[config.mk]
export PLATFORM = sky130hd
export DESIGN_NAME = trig_acq_receiver
export DESIGN_NICKNAME = d
export VERILOG_FILES = /design/src/rtl/trig_acq_receiver_pkg.sv /design/src/rtl/trig_acq_receiver_ext_trig_sync.sv /design/src/rtl/trig_acq_receiver.sv
export SDC_FILE = /design/constraint.sdc
export NUM_CORES = 1
export LEC_CHECK = 0
export CORE_ASPECT_RATIO = 1.4
export CORE_MARGIN = 2
export CORE_UTILIZATION = 55
export CTS_BUF_LIST = sky130_fd_sc_hd__clkbuf_4
export CTS_CLUSTER_SIZE = 28
export DETAILED_ROUTE_END_ITERATION = 8
export HOLD_SLACK_MARGIN = 0.06
export PLACE_DENSITY = 0.79
export RECOVER_POWER = 25
export SLEW_MARGIN = 20
export SYNTH_ARGS = -nofsm -noshare
export SYNTH_HDL_FRONTEND = slang
export SYNTH_SLANG_ARGS = --single-unit
export TNS_END_PERCENT = 1
[constraint.sdc]
create_clock -name Clk -period 6.75 [get_ports Clk]
set_input_delay 0.675 -clock Clk [delete_from_list [all_inputs] [get_ports Clk]]
set_output_delay 0.675 -clock Clk [all_outputs]
set_load 0.02 [all_outputs]
[src/rtl/trig_acq_receiver_pkg.sv]
// Shared definitions for the acquisition trigger path: FSM state encodings and
// trigger source codes used by the receiver and the trigger generators.
package trig_acq_receiver_pkg;

    typedef enum logic [1:0] {
        ST_IDLE    = 2'd0,
        ST_DELAY   = 2'd1,
        ST_READOUT = 2'd2,
        ST_DEAD    = 2'd3
    } trig_state_e;

    localparam logic SRC_INT = 1'b0;
    localparam logic SRC_EXT = 1'b1;

    function automatic logic is_busy_state(input trig_state_e st);
        return (st != ST_IDLE);
    endfunction

endpackage

[src/rtl/trig_acq_receiver_ext_trig_sync.sv]
// External trigger conditioner: two-flop synchroniser followed by an edge flop,
// producing one pulse per rising edge of the asynchronous ext_trig level.
module ext_trig_sync (
    input  logic Clk,
    input  logic reset_n,
    input  logic ext_trig,
    output logic ext_pulse
);

    logic sync1_r;
    logic sync2_r;
    logic edge_r;

    // synchroniser chain and previous-value flop for edge detection
    always_ff @(posedge Clk or negedge reset_n) begin
        if (!reset_n) begin
            sync1_r <= 1'b0;
            sync2_r <= 1'b0;
            edge_r  <= 1'b0;
        end else begin
            sync1_r <= ext_trig;
            sync2_r <= sync1_r;
            edge_r  <= sync2_r;
        end
    end

    assign ext_pulse = sync2_r & ~edge_r;

endmodule

[src/rtl/trig_acq_receiver.sv]
// Consumer end of the acquisition trigger path: accepts a trigger, runs the
// delay / hold+readout / dead-time sequence and keeps trigger statistics.
module trig_acq_receiver
    import trig_acq_receiver_pkg::*;
#(
    parameter int DELAY_W     = 8,
    parameter int DEAD_CYCLES = 16,
    parameter int CNT_W       = 32,
    parameter int LOST_W      = 16
) (
    input  logic               Clk,
    input  logic               reset_n,
    input  logic               trig_en_i,
    input  logic               ext_trig,
    input  logic               trig_sel,
    input  logic               acq_enable,
    input  logic [DELAY_W-1:0] hold_delay,
    input  logic               readout_done,
    input  logic               clr_counters,
    output logic               hold_out,
    output logic               readout_req,
    output logic               busy,
    output logic [CNT_W-1:0]   trig_count,
    output logic [LOST_W-1:0]  lost_count
);

    localparam int DEAD_W = (DEAD_CYCLES > 1) ? $clog2(DEAD_CYCLES) : 1;
    localparam logic [DEAD_W-1:0]  DEAD_LOAD = DEAD_W'((DEAD_CYCLES > 0) ? (DEAD_CYCLES - 1) : 0);
    localparam logic [DEAD_W-1:0]  DEAD_ONE  = DEAD_W'(1);
    localparam logic [DELAY_W-1:0] DELAY_ONE = DELAY_W'(1);
    localparam logic [CNT_W-1:0]   CNT_ONE   = CNT_W'(1);
    localparam logic [LOST_W-1:0]  LOST_ONE  = LOST_W'(1);
    localparam logic [LOST_W-1:0]  LOST_MAX  = {LOST_W{1'b1}};

    trig_state_e        state_r;
    trig_state_e        state_nxt_s;
    logic [DELAY_W-1:0] delay_cnt_r;
    logic [DELAY_W-1:0] delay_cnt_nxt_s;
    logic [DEAD_W-1:0]  dead_cnt_r;
    logic [DEAD_W-1:0]  dead_cnt_nxt_s;
    logic               ext_pulse_s;
    logic               trig_p_s;
    logic               accept_s;
    logic               lost_s;
    logic               leave_readout_s;
    logic               hold_out_r;
    logic               readout_req_r;
    logic               busy_r;
    logic [CNT_W-1:0]   trig_count_r;
    logic [LOST_W-1:0]  lost_count_r;

    ext_trig_sync u_ext_trig_sync (
        .Clk       (Clk),
        .reset_n   (reset_n),
        .ext_trig  (ext_trig),
        .ext_pulse (ext_pulse_s)
    );

    assign trig_p_s = (trig_sel == SRC_EXT) ? ext_pulse_s : trig_en_i;
    assign accept_s = trig_p_s & acq_enable & (state_r == ST_IDLE);
    assign lost_s   = trig_p_s & acq_enable & (state_r != ST_IDLE);
    // done only counts once the request is actually visible to the controller
    assign leave_readout_s = (state_r == ST_READOUT) & readout_done & readout_req_r;

    // next-state and counter-load logic
    always_comb begin
        state_nxt_s     = state_r;
        delay_cnt_nxt_s = delay_cnt_r;
        dead_cnt_nxt_s  = dead_cnt_r;
        if (!acq_enable) begin
            state_nxt_s = ST_IDLE;
        end else begin
            case (state_r)
                ST_IDLE: begin
                    if (accept_s) begin
                        if (hold_delay == {DELAY_W{1'b0}}) begin
                            state_nxt_s = ST_READOUT;
                        end else begin
                            state_nxt_s     = ST_DELAY;
                            delay_cnt_nxt_s = hold_delay - DELAY_ONE;
                        end
                    end else begin
                        state_nxt_s = ST_IDLE;
                    end
                end
                ST_DELAY: begin
                    if (delay_cnt_r == {DELAY_W{1'b0}}) begin
                        state_nxt_s = ST_READOUT;
                    end else begin
                        delay_cnt_nxt_s = delay_cnt_r - DELAY_ONE;
                    end
                end
                ST_READOUT: begin
                    if (leave_readout_s) begin
                        if (DEAD_CYCLES == 0) begin
                            state_nxt_s = ST_IDLE;
                        end else begin
                            state_nxt_s    = ST_DEAD;
                            dead_cnt_nxt_s = DEAD_LOAD;
                        end
                    end else begin
                        state_nxt_s = ST_READOUT;
                    end
                end
                ST_DEAD: begin
                    if (dead_cnt_r == {DEAD_W{1'b0}}) begin
                        state_nxt_s = ST_IDLE;
                    end else begin
                        dead_cnt_nxt_s = dead_cnt_r - DEAD_ONE;
                    end
                end
                default: begin
                    state_nxt_s = ST_IDLE;
                end
            endcase
        end
    end

    // state and sequence counters
    always_ff @(posedge Clk or negedge reset_n) begin
        if (!reset_n) begin
            state_r     <= ST_IDLE;
            delay_cnt_r <= {DELAY_W{1'b0}};
            dead_cnt_r  <= {DEAD_W{1'b0}};
        end else begin
            state_r     <= state_nxt_s;
            delay_cnt_r <= delay_cnt_nxt_s;
            dead_cnt_r  <= dead_cnt_nxt_s;
        end
    end

    // registered handshake outputs; hold rises one cycle after READOUT is entered
    always_ff @(posedge Clk or negedge reset_n) begin
        if (!reset_n) begin
            hold_out_r    <= 1'b0;
            readout_req_r <= 1'b0;
            busy_r        <= 1'b0;
        end else begin
            hold_out_r    <= acq_enable & (state_r == ST_READOUT) & ~leave_readout_s;
            readout_req_r <= acq_enable & (state_r == ST_READOUT) & ~leave_readout_s;
            busy_r        <= is_busy_state(state_nxt_s);
        end
    end

    // trigger statistics: accepted count wraps, lost count saturates
    always_ff @(posedge Clk or negedge reset_n) begin
        if (!reset_n) begin
            trig_count_r <= {CNT_W{1'b0}};
            lost_count_r <= {LOST_W{1'b0}};
        end else if (clr_counters) begin
            trig_count_r <= {CNT_W{1'b0}};
            lost_count_r <= {LOST_W{1'b0}};
        end else begin
            if (accept_s) begin
                trig_count_r <= trig_count_r + CNT_ONE;
            end
            if (lost_s && (lost_count_r != LOST_MAX)) begin
                lost_count_r <= lost_count_r + LOST_ONE;
            end
        end
    end

    assign hold_out    = hold_out_r;
    assign readout_req = readout_req_r;
    assign busy        = busy_r;
    assign trig_count  = trig_count_r;
    assign lost_count  = lost_count_r;

endmodule

==> metrics.cfg, run 1 <==
[timing]
timing.fmax_ghz = 0.2822
slew_viol_final = 68
finalSetupViolCount = 0
fin_crit_sh_pct = 52.50
period_minus_slack_ns = 3.544
relSlewSlack_pct = -135.5
hold_ws_ns = 0.3601
worst_pin_slew_ns = 3.532
finClkSkew_ns = 0.01708
finalHoldViolCount = 0
rsz0062_at_grt = no
finalSetupTns_ns = 0

[setup_path]
crit_type = in2async
cp.required_ns = 6.46
end_kind = async pin
path_cells = buf_2 > clkbuf_1
arrival_ns = 3.26
path_max_fanout = 67
cp-start-kind = primary input
slowest_stage = clkbuf_1
worst-path-buf-inv = 2
crit_family = buffers and inverters
slowest_delay_ns = 2.47

[logic_synthesis]
yosys-top-cells-area = dfrtp_1 (44%), nor2_1 (5.4%), xor2_1 (4.9%)
synthFlopType = dfrtp_1
synth_seq_cells = 67
seq_area_frac_synth_pct = 44.43
ys_async_sr_fraction_pct = 100.0
yosysMostFrequentCell = dfrtp_1
synth_cell_types = 59
syn_area_per_cell_sq_um = 9.295
synth_top_cell_by_area = dfrtp_1
synth_warnings = 0
synth_edf_count = 0
synth_top_area_share_pct = 44.43
synth.top_cells.by_count = dfrtp_1 (67), nor2_1 (54), nand4_1 (27)
synth_area_sq_um = 3774
postSynthNetCount = 426
syn_inst = 406

[global_route]
grt_usage_pct = 25.24
first_global_vias = 3304
antenna_found_initial = 0
grt_max_degree = 68
grt_pass1_wl_mm = 14.88
overflow = 0

[power]
power.density_nw_per_um2 = 177.3
vdd_ir_drop_max_uv = 112.1
switching_share_pct = 26.10
pwr-share-clk_pct = 35.9
power_mw = 0.8267
p_leak_nw = 1.787
pwr-share-comb_pct = 11.0
power.switching_mw = 0.2157
sequentialPowerShare_pct = 53.1
intPower_mw = 0.6110

[cts]
insertion_delay_ns = 0.40
clk_pin_slew_ns = 0.09
post_cts_buffers = 0
cts_resized = 0
cts_hold_buf = 0
cts_tree = done
cts_max_level = 3
cts_sinks = 67
cts-buffers-inserted = 9
cts_buffer_depth = 2
cts_root_buf = clkbuf_4

[routing]
wire_per_inst_microns = 15.91
drt_iter0_markers = 128
drc = 0
ant_nets = 0
viasPerCell = 5.926
drt_pre_antenna_iters = 4
dr_total_vias = 3360
wl_mm = 9.021

[outcome]
status = complete, but fails checks
violations = capacitance limit, slew limit

[worst_hold_path]
min-delay-path-class = reg2reg

[job]
cap_violations = 1

[placement]
io_buffers = 66
gp_congestion = 0.9012
hpwlAfterDp_mm = 6.318

[final_layout]
fillers = 521
final-seq-area_sq_um = 1677
fin_nets = 490
multi_input_area_sq_um = 1987
n_antenna_cell = 0
drive_gt1_share_pct = 6.737
area_delta_synth_final_pct = 23.54

[floorplanning]
dieArea_sq_um = 7549
num_rows = 35
core_area_sq_um = 6613
die_h_microns = 102.0
initial_core_util_pct = 57.07
ios = 67
dieWidth_microns = 74.01

## sequential cells by signal (all words and copies together), names as in the netlist
name / flops
trig_count: 32
lost_count: 16
delay_cnt_r: 8
dead_cnt_r: 4
state_r: 2
busy: 1
readout_req: 1
u_ext_trig_sync.edge_r: 1
u_ext_trig_sync.sync1_r: 1
u_ext_trig_sync.sync2_r: 1
## layout make-up
cell class / instances / area share, %
clock buffer: 11 / 1.771
timing repair buffer: 71 / 14.79
clock inverter: 5 / 1.664
multi-input combinational: 312 / 42.62
sequential: 67 / 35.96
inverter: 9 / 0.7246
tap: 92 / 2.469
## placed cells by master, fill, tap and decap left out, types with 2 or more instances in the layout
master and instances:
buf_4 4, or2_1 2, o211ai_1 2, clkbuf_4 11, nor4_1 13, bufinv_16 2, and4b_1 2, clkinv_2 2
nor3_1 14, nand2b_1 3, ha_1 4, clkdlybuf4s50_1 64, or3_1 10, nand4_1 27, a21oi_1 24, xor2_1 21
xnor2_1 17, nand3_1 17, and3_1 4, dfrtp_1 67, nor2_1 54, nor3b_1 4, mux2_2 2, o21ai_0 14
nand2_1 22, nand3_2 2, inv_1 9, nor4b_1 3, nor2b_1 6, and4_1 4, a31oi_1 5, mux2i_1 4
o41ai_1 2, nand3b_1 3, and2_1 2
## final timing paths
check                                              from                       to  slack (ns)  depth (start not counted)
max in group Clk                             state_r[0]           delay_cnt_r[6]        3.68                          9
worst max-delay path                            reset_n           trig_count[26]        3.21                          2
min in group asynchronous                       reset_n           delay_cnt_r[3]        1.56                          2
worst min-delay path            u_ext_trig_sync.sync1_r  u_ext_trig_sync.sync2_r        0.36                          0
worst min register to register  u_ext_trig_sync.sync1_r  u_ext_trig_sync.sync2_r        0.36                          0
worst max register to register               state_r[0]           delay_cnt_r[6]        3.68                          9
## stage by stage
| step | cell area (sq um) | utilization, % | worst slack [ns] | std cells |
|---|---|---|---|---|
| 2_1_floorplan | 3774 | - | 4.444 | 406 |
| 3_3_place_gp | 4506 | 68.14 | 3.406 | 551 |
| 3_5_place_dp | 4506 | 68.14 | 3.353 | 551 |
| 4_1_cts | 4666 | 70.56 | 3.704 | 567 |
| 5_1_grt | 4662 | 70.50 | 2.549 | 567 |
| 6_report | 4662 | 70.50 | 3.206 | 567 |
## logic make-up after synthesis
group / Yosys count / synth area share, %
flops: 67 / 44.43
fa+ha+maj: 4 / 1.326
mux: 6 / 1.658
buf+inv: 27 / 2.917
xor+xnor: 38 / 8.820
compound gates: 64 / 11.54
simple gates: 200 / 29.31
## power by group through the flow
stage                     clock [mW]  sequential (mW)  combinational (mW)
after floorplan                    0            0.439              0.0586
after global placement             0            0.445              0.0891
after detailed placement           0            0.446              0.0912
after CTS                      0.304            0.438              0.0917
after global routing           0.320            0.442               0.101
final                          0.297            0.439              0.0908
## per-layer routing
layer | up-vias | part of all wire [%] | GRT usage [%]
met5 | - | 0 | 0
met4 | 0 | 1.4 | 11.05
met3 | 12 | 4.2 | 3.748
met2 | 74 | 52 | 44.92
met1 | 1660 | 42 | 29.68
li1 | 1614 | - | -
Note: power is estimated with default switching activity, not from simulation.
==> inputs of run 2 (changes only) <==
Settings changed: CORE_UTILIZATION 55 to 49, PLACE_DENSITY 0.79 to 0.74.
Clock period 6.75 ns to 2.99 ns, I/O delays scaled along.
==> run 2 against run 1 <==
Effect of this change:
- the run still ends with capacitance limit, slew limit left
- via count about the same
- first-iteration DRC count grew 34%
- combinational power up 140%
- final cell count rose by 2.5%
- utilization shrank 6.3 points
- non-clock buffer count rose by 9
- sequential power increased by 130%
- sequential share of layout area down 0.69 points
- register-to-register slack got worse by 3.4 ns
- routed wire length rose by 2.3%
- clock-buffer cell count decreased by 1
- largest cell class unchanged
- largest power group unchanged
==> metrics.cfg, run 2 (synthesis results as in run 1) <==
[timing]
timing.fmax_ghz = 0.3736
relSlewSlack_pct = -6.434  ; was -135.5%
finalSetupTns_ns = 0  ; unchanged
fin_crit_sh_pct = 89.51
rsz0062_at_grt = no  ; unchanged
finClkSkew_ns = 0.01856  ; was 0.01708 ns
slew_viol_final = 28  ; was 68
hold_ws_ns = 0.3540  ; was 0.3601 ns
finalSetupViolCount = 0  ; unchanged
worst_pin_slew_ns = 1.597  ; was 3.532 ns
period_minus_slack_ns = 2.676
finalHoldViolCount = 0  ; unchanged

[setup_path]
arrival_ns = 2.96  ; was 3.26 ns
timing.rr.start = state_r[0]  ; unchanged
crit_type = reg2reg  ; was in2async
startpoint = state_r[0]  ; was reset_n
end_kind = flop  ; was async pin
worst-r2r-setup-slack_ns = 0.31  ; was 3.68 ns
rr_worst_depth = 9  ; unchanged
path_max_fanout = 13  ; was 67
cp-start-kind = flop  ; was primary input
r2r_end = delay_cnt_r[6]  ; unchanged
cp.required_ns = 3.28  ; was 6.46 ns

[worst_hold_path]
holdPathEnd = u_ext_trig_sync.sync2_r  ; unchanged
worstHoldStart = u_ext_trig_sync.sync1_r  ; unchanged
hold_depth = 0  ; unchanged
min-delay-path-class = reg2reg  ; unchanged

[placement]
gp_congestion = 0.8777  ; was 0.9012
hpwlAfterDp_mm = 6.752  ; was 6.318 mm
placedCellCount = 564  ; was 551
io_buffers = 66  ; unchanged

[power]
p_leak_nw = 1.829  ; was 1.787 nW
vdd_ir_drop_max_uv = 308.3  ; was 112.1 uV
power.density_nw_per_um2 = 398.3  ; was 177.3 nW/um^2

[cts]
cts_tree = done  ; unchanged
cts_root_buf = clkbuf_4  ; unchanged
insertion_delay_ns = 0.41  ; was 0.40 ns
cts_sinks = 67  ; unchanged
cts_buffer_depth = 2  ; unchanged
cts-buffers-inserted = 9  ; unchanged
post_cts_buffers = 0  ; unchanged
clk_pin_slew_ns = 0.12  ; was 0.09 ns
cts_max_level = 3  ; unchanged

[final_layout]
fin_nets = 499  ; was 490
fillers = 654  ; was 521
area_delta_synth_final_pct = 25.96  ; was 23.54%
final_common_cell = dfrtp_1  ; unchanged
n_antenna_cell = 0  ; unchanged
layoutNonFillerInstCount = 581  ; was 567
drive_gt1_share_pct = 8.058  ; was 6.737%
final_cell_mix = dfrtp_1 (67), clkdlybuf4s50_1 (64), nor2_1 (54), nand4_1 (27), a21oi_1 (24)  ; unchanged
largest_reg_flops = 32  ; unchanged

[routing]
viasPerCell = 5.788  ; was 5.926
drt_iter0_markers = 171  ; was 128
dr_total_vias = 3363  ; was 3360
ant_nets = 0  ; unchanged
wire_per_inst_microns = 15.88  ; was 15.91 microns
drc = 0  ; unchanged
drt_pre_antenna_iters = 4  ; unchanged
wl_mm = 9.228  ; was 9.021 mm

[outcome]
status = complete, but fails checks  ; unchanged
violations = capacitance limit, slew limit  ; unchanged

[global_route]
grt_max_degree = 41  ; was 68
grt_usage_pct = 23.39  ; was 25.24%
first_global_vias = 3271  ; was 3304
overflow = 0  ; unchanged
grt_pass1_wl_mm = 15.64  ; was 14.88 mm
antenna_found_initial = 0  ; unchanged

[floorplanning]
die_h_microns = 107.8  ; was 102.0 microns
num_rows = 37  ; was 35
dieArea_sq_um = 8429  ; was 7549 sq um
ios = 67  ; unchanged
core_area_sq_um = 7407  ; was 6613 sq um
dieWidth_microns = 78.17  ; was 74.01 microns
initial_core_util_pct = 50.95  ; was 57.07%

[job]
cap_violations = 1  ; unchanged

run 2: layout make-up:
type                       instances  area [sq um]  area share (%)
inverter                           9         33.78          0.7107
timing repair buffer              80         770.7           16.21
clock inverter                     6         88.84           1.869
tap                               97         121.4           2.553
multi-input combinational        312          1987           41.80
sequential                        67          1677           35.27
clock buffer                      10         75.07           1.579
run 2: worst max-delay path by stage:
| stage | end | slack [ns] | depth (start not counted) |
|---|---|---|---|
| floorplan | delay_cnt_r[6] | 0.68 | 9 |
| global placement | trig_count[27] | 0.54 | 6 |
| detailed placement | delay_cnt_r[6] | 0.37 | 8 |
| CTS | delay_cnt_r[6] | 0.36 | 8 |
| global route | delay_cnt_r[6] | 0.09 | 9 |
| finish | delay_cnt_r[6] | 0.31 | 9 |
run 2: critical path: stages (launching register included):
cell and delay (ns):
dfrtp_1 0.36, clkbuf_1 0.46, nand2b_1 0.24, a21oi_1 0.21
ha_1 0.27, nand2b_1 0.10, nor4b_1 0.49, o221ai_1 0.22
o41ai_1 0.10, a211oi_1 0.12
run 2: where the power goes:
group / leakage (nW) / switching (mW) / internal, mW
Combinational: 0.845 / 0.129 / 0.0912
Clock: 0.0830 / 0.333 / 0.350
Sequential: 0.901 / 0.0494 / 0.941
Total: 1.83 / 0.511 / 1.38
run 2: metal layers:
layer / vias up / routed length, microns / part of all wire (%) / GRT usage [%]
li1: 1640 / - / - / -
met1: 1632 / 4017 / 44 / 30.63
met2: 80 / 4720 / 51 / 38.92
met3: 11 / 374 / 4.1 / 4.362
met4: 0 / 115 / 1.2 / 8.020
met5: - / 0 / 0 / 0
run 2: metrics by stage:
step / setup slack [ns] / util, % / instance area (sq um) / power [mW]
2_1_floorplan: 0.6835 / - / 3774 / 1.124
3_3_place_gp: 0.5357 / 61.89 / 4584 / 1.224
3_5_place_dp: 0.3697 / 61.89 / 4584 / 1.229
4_1_cts: 0.3620 / 64.24 / 4758 / 1.917
5_1_grt: 0.09100 / 64.17 / 4753 / 1.987
6_report: 0.3137 / 64.17 / 4753 / 1.893
run 2: timing repair:
action / 4_1_cts / 5_1_grt
gates resized for setup: 0 / 0
hold endpoints to repair: 27 / 0
hold buffers: 1 / 0
==> RTL edit (config.mk and constraints of run 2) <==
The output `busy` loses its register stage (`busy_r` becomes a continuous assignment).
--- a/src/rtl/trig_acq_receiver.sv
+++ b/src/rtl/trig_acq_receiver.sv
@@ -134,13 +134,13 @@
         if (!reset_n) begin
             hold_out_r    <= 1'b0;
             readout_req_r <= 1'b0;
-            busy_r        <= 1'b0;
         end else begin
             hold_out_r    <= acq_enable & (state_r == ST_READOUT) & ~leave_readout_s;
             readout_req_r <= acq_enable & (state_r == ST_READOUT) & ~leave_readout_s;
-            busy_r        <= is_busy_state(state_nxt_s);
         end
     end
+
+    assign busy_r = is_busy_state(state_nxt_s);
 
     // trigger statistics: accepted count wraps, lost count saturates
     always_ff @(posedge Clk or negedge reset_n) begin
Check against the original RTL: not equivalent (a bounded check fails within 4 cycles, from zero or initial values and one cycle with reset_n low).
==> RTL edit against run 2 <==
Hold slack improved by 0.016 ns. Sequential share of layout area fell by 0.19 points. Highest routed layer unchanged. Die area fell by 0.64%. Routed wire length rose by 3.0%. Cell area fell by 0.95%. Sequential power fell by 2%. Synthesized area fell by 0.66%. Total power fell by 11%. Largest cell class unchanged. Setup slack got worse by 0.13 ns. Sequential cell count fell by 1. Fmax fell by 4.7%.
==> RTL edit: results (changes against run 2) <==
[global_routing]
grt_pass1_wl_mm=16.07  ; +2.7%
grt_max_degree=33  ; -20%
use_met2=0.4132  ; +0.02401
gr-usage-met3=0.04279  ; -0.0008389
grt_pass1_vias=3310  ; +1.2%
gr-usage-met1=0.3066  ; about the same

[cells_and_area]
nNonClkBuffers=86  ; +7.5%
design.seq.count=66  ; -1.5%
fin_cells=585  ; +0.69%
drive_gt1_frac=0.09016  ; +0.009585
clockBufferCount=11  ; +1
nFillCells=660  ; +0.92%

[logic_synthesis]
synthTopCellsByArea=dfrtp_1 44%, nor2_1 5.4%, xor2_1 4.9%
syn_nets=425  ; -0.23%
synth_compound_area_frac=0.1162  ; +0.0007703
syn-mean-instance-area_um2=9.256  ; -0.42%
seq_area_frac_synth=0.4406  ; -0.003710
yosys-top-cells-count=66 x dfrtp_1, 54 x nor2_1, 27 x nand4_1, 24 x a21oi_1, 22 x nand2_1

[sta]
slew_headroom=0.1212  ; +0.1855

[placement]
placed_area_um2=4604  ; +0.44%
dp_cells=569  ; +0.89%

[setup_path]
max_stage_delay_ns=0.61  ; +0.12 ns
cp_max_fo=6  ; -7

[detailed_routing]
wl_met3_um=429  ; +15%
vias=3438  ; +2.2%
drt_iter0_drc=157  ; -8.2%
finalWirelength_mm=9.507  ; +3.0%

[pwr]
p_comb_uw=234  ; +6%
powerDensity_nw_per_um2=358.7  ; -10%
peakVddDrop_v=0.0003142  ; +1.9%

[clock_tree]
cts_resized=1  ; +1

[status]
status=finished clean

RTL edit: cell types whose count changed in the layout (fill, tap and decap cells not counted):
| cell | run 2 | this run |
|---|---|---|
| buf_4 | 11 | 16 |
| bufinv_16 | 2 | 0 |
| clkbuf_2 | 0 | 1 |
| clkbuf_4 | 10 | 11 |
| clkdlybuf4s50_1 | 64 | 63 |
| clkinv_2 | 1 | 4 |
| clkinvlp_4 | 2 | 0 |
| dfrtp_1 | 67 | 66 |
| dlygate4sd2_1 | 0 | 1 |
| inv_6 | 1 | 0 |
RTL edit: path summary, 6_finish.rpt:
kind                                                      to  slack (ns)  cells after the start
max                                                     busy        0.18                      5
min                        u_ext_trig_sync.sync2_r$_DFF_PN0_        0.37                      0
max reg2reg                       delay_cnt_r[6]$_DFFE_PN0P_        0.30                      8
min reg2reg                u_ext_trig_sync.sync2_r$_DFF_PN0_        0.37                      0
max in group asynchronous         trig_count[22]$_DFFE_PN0P_        0.85                      3
min in group asynchronous          dead_cnt_r[0]$_DFFE_PN0P_        0.70                      2
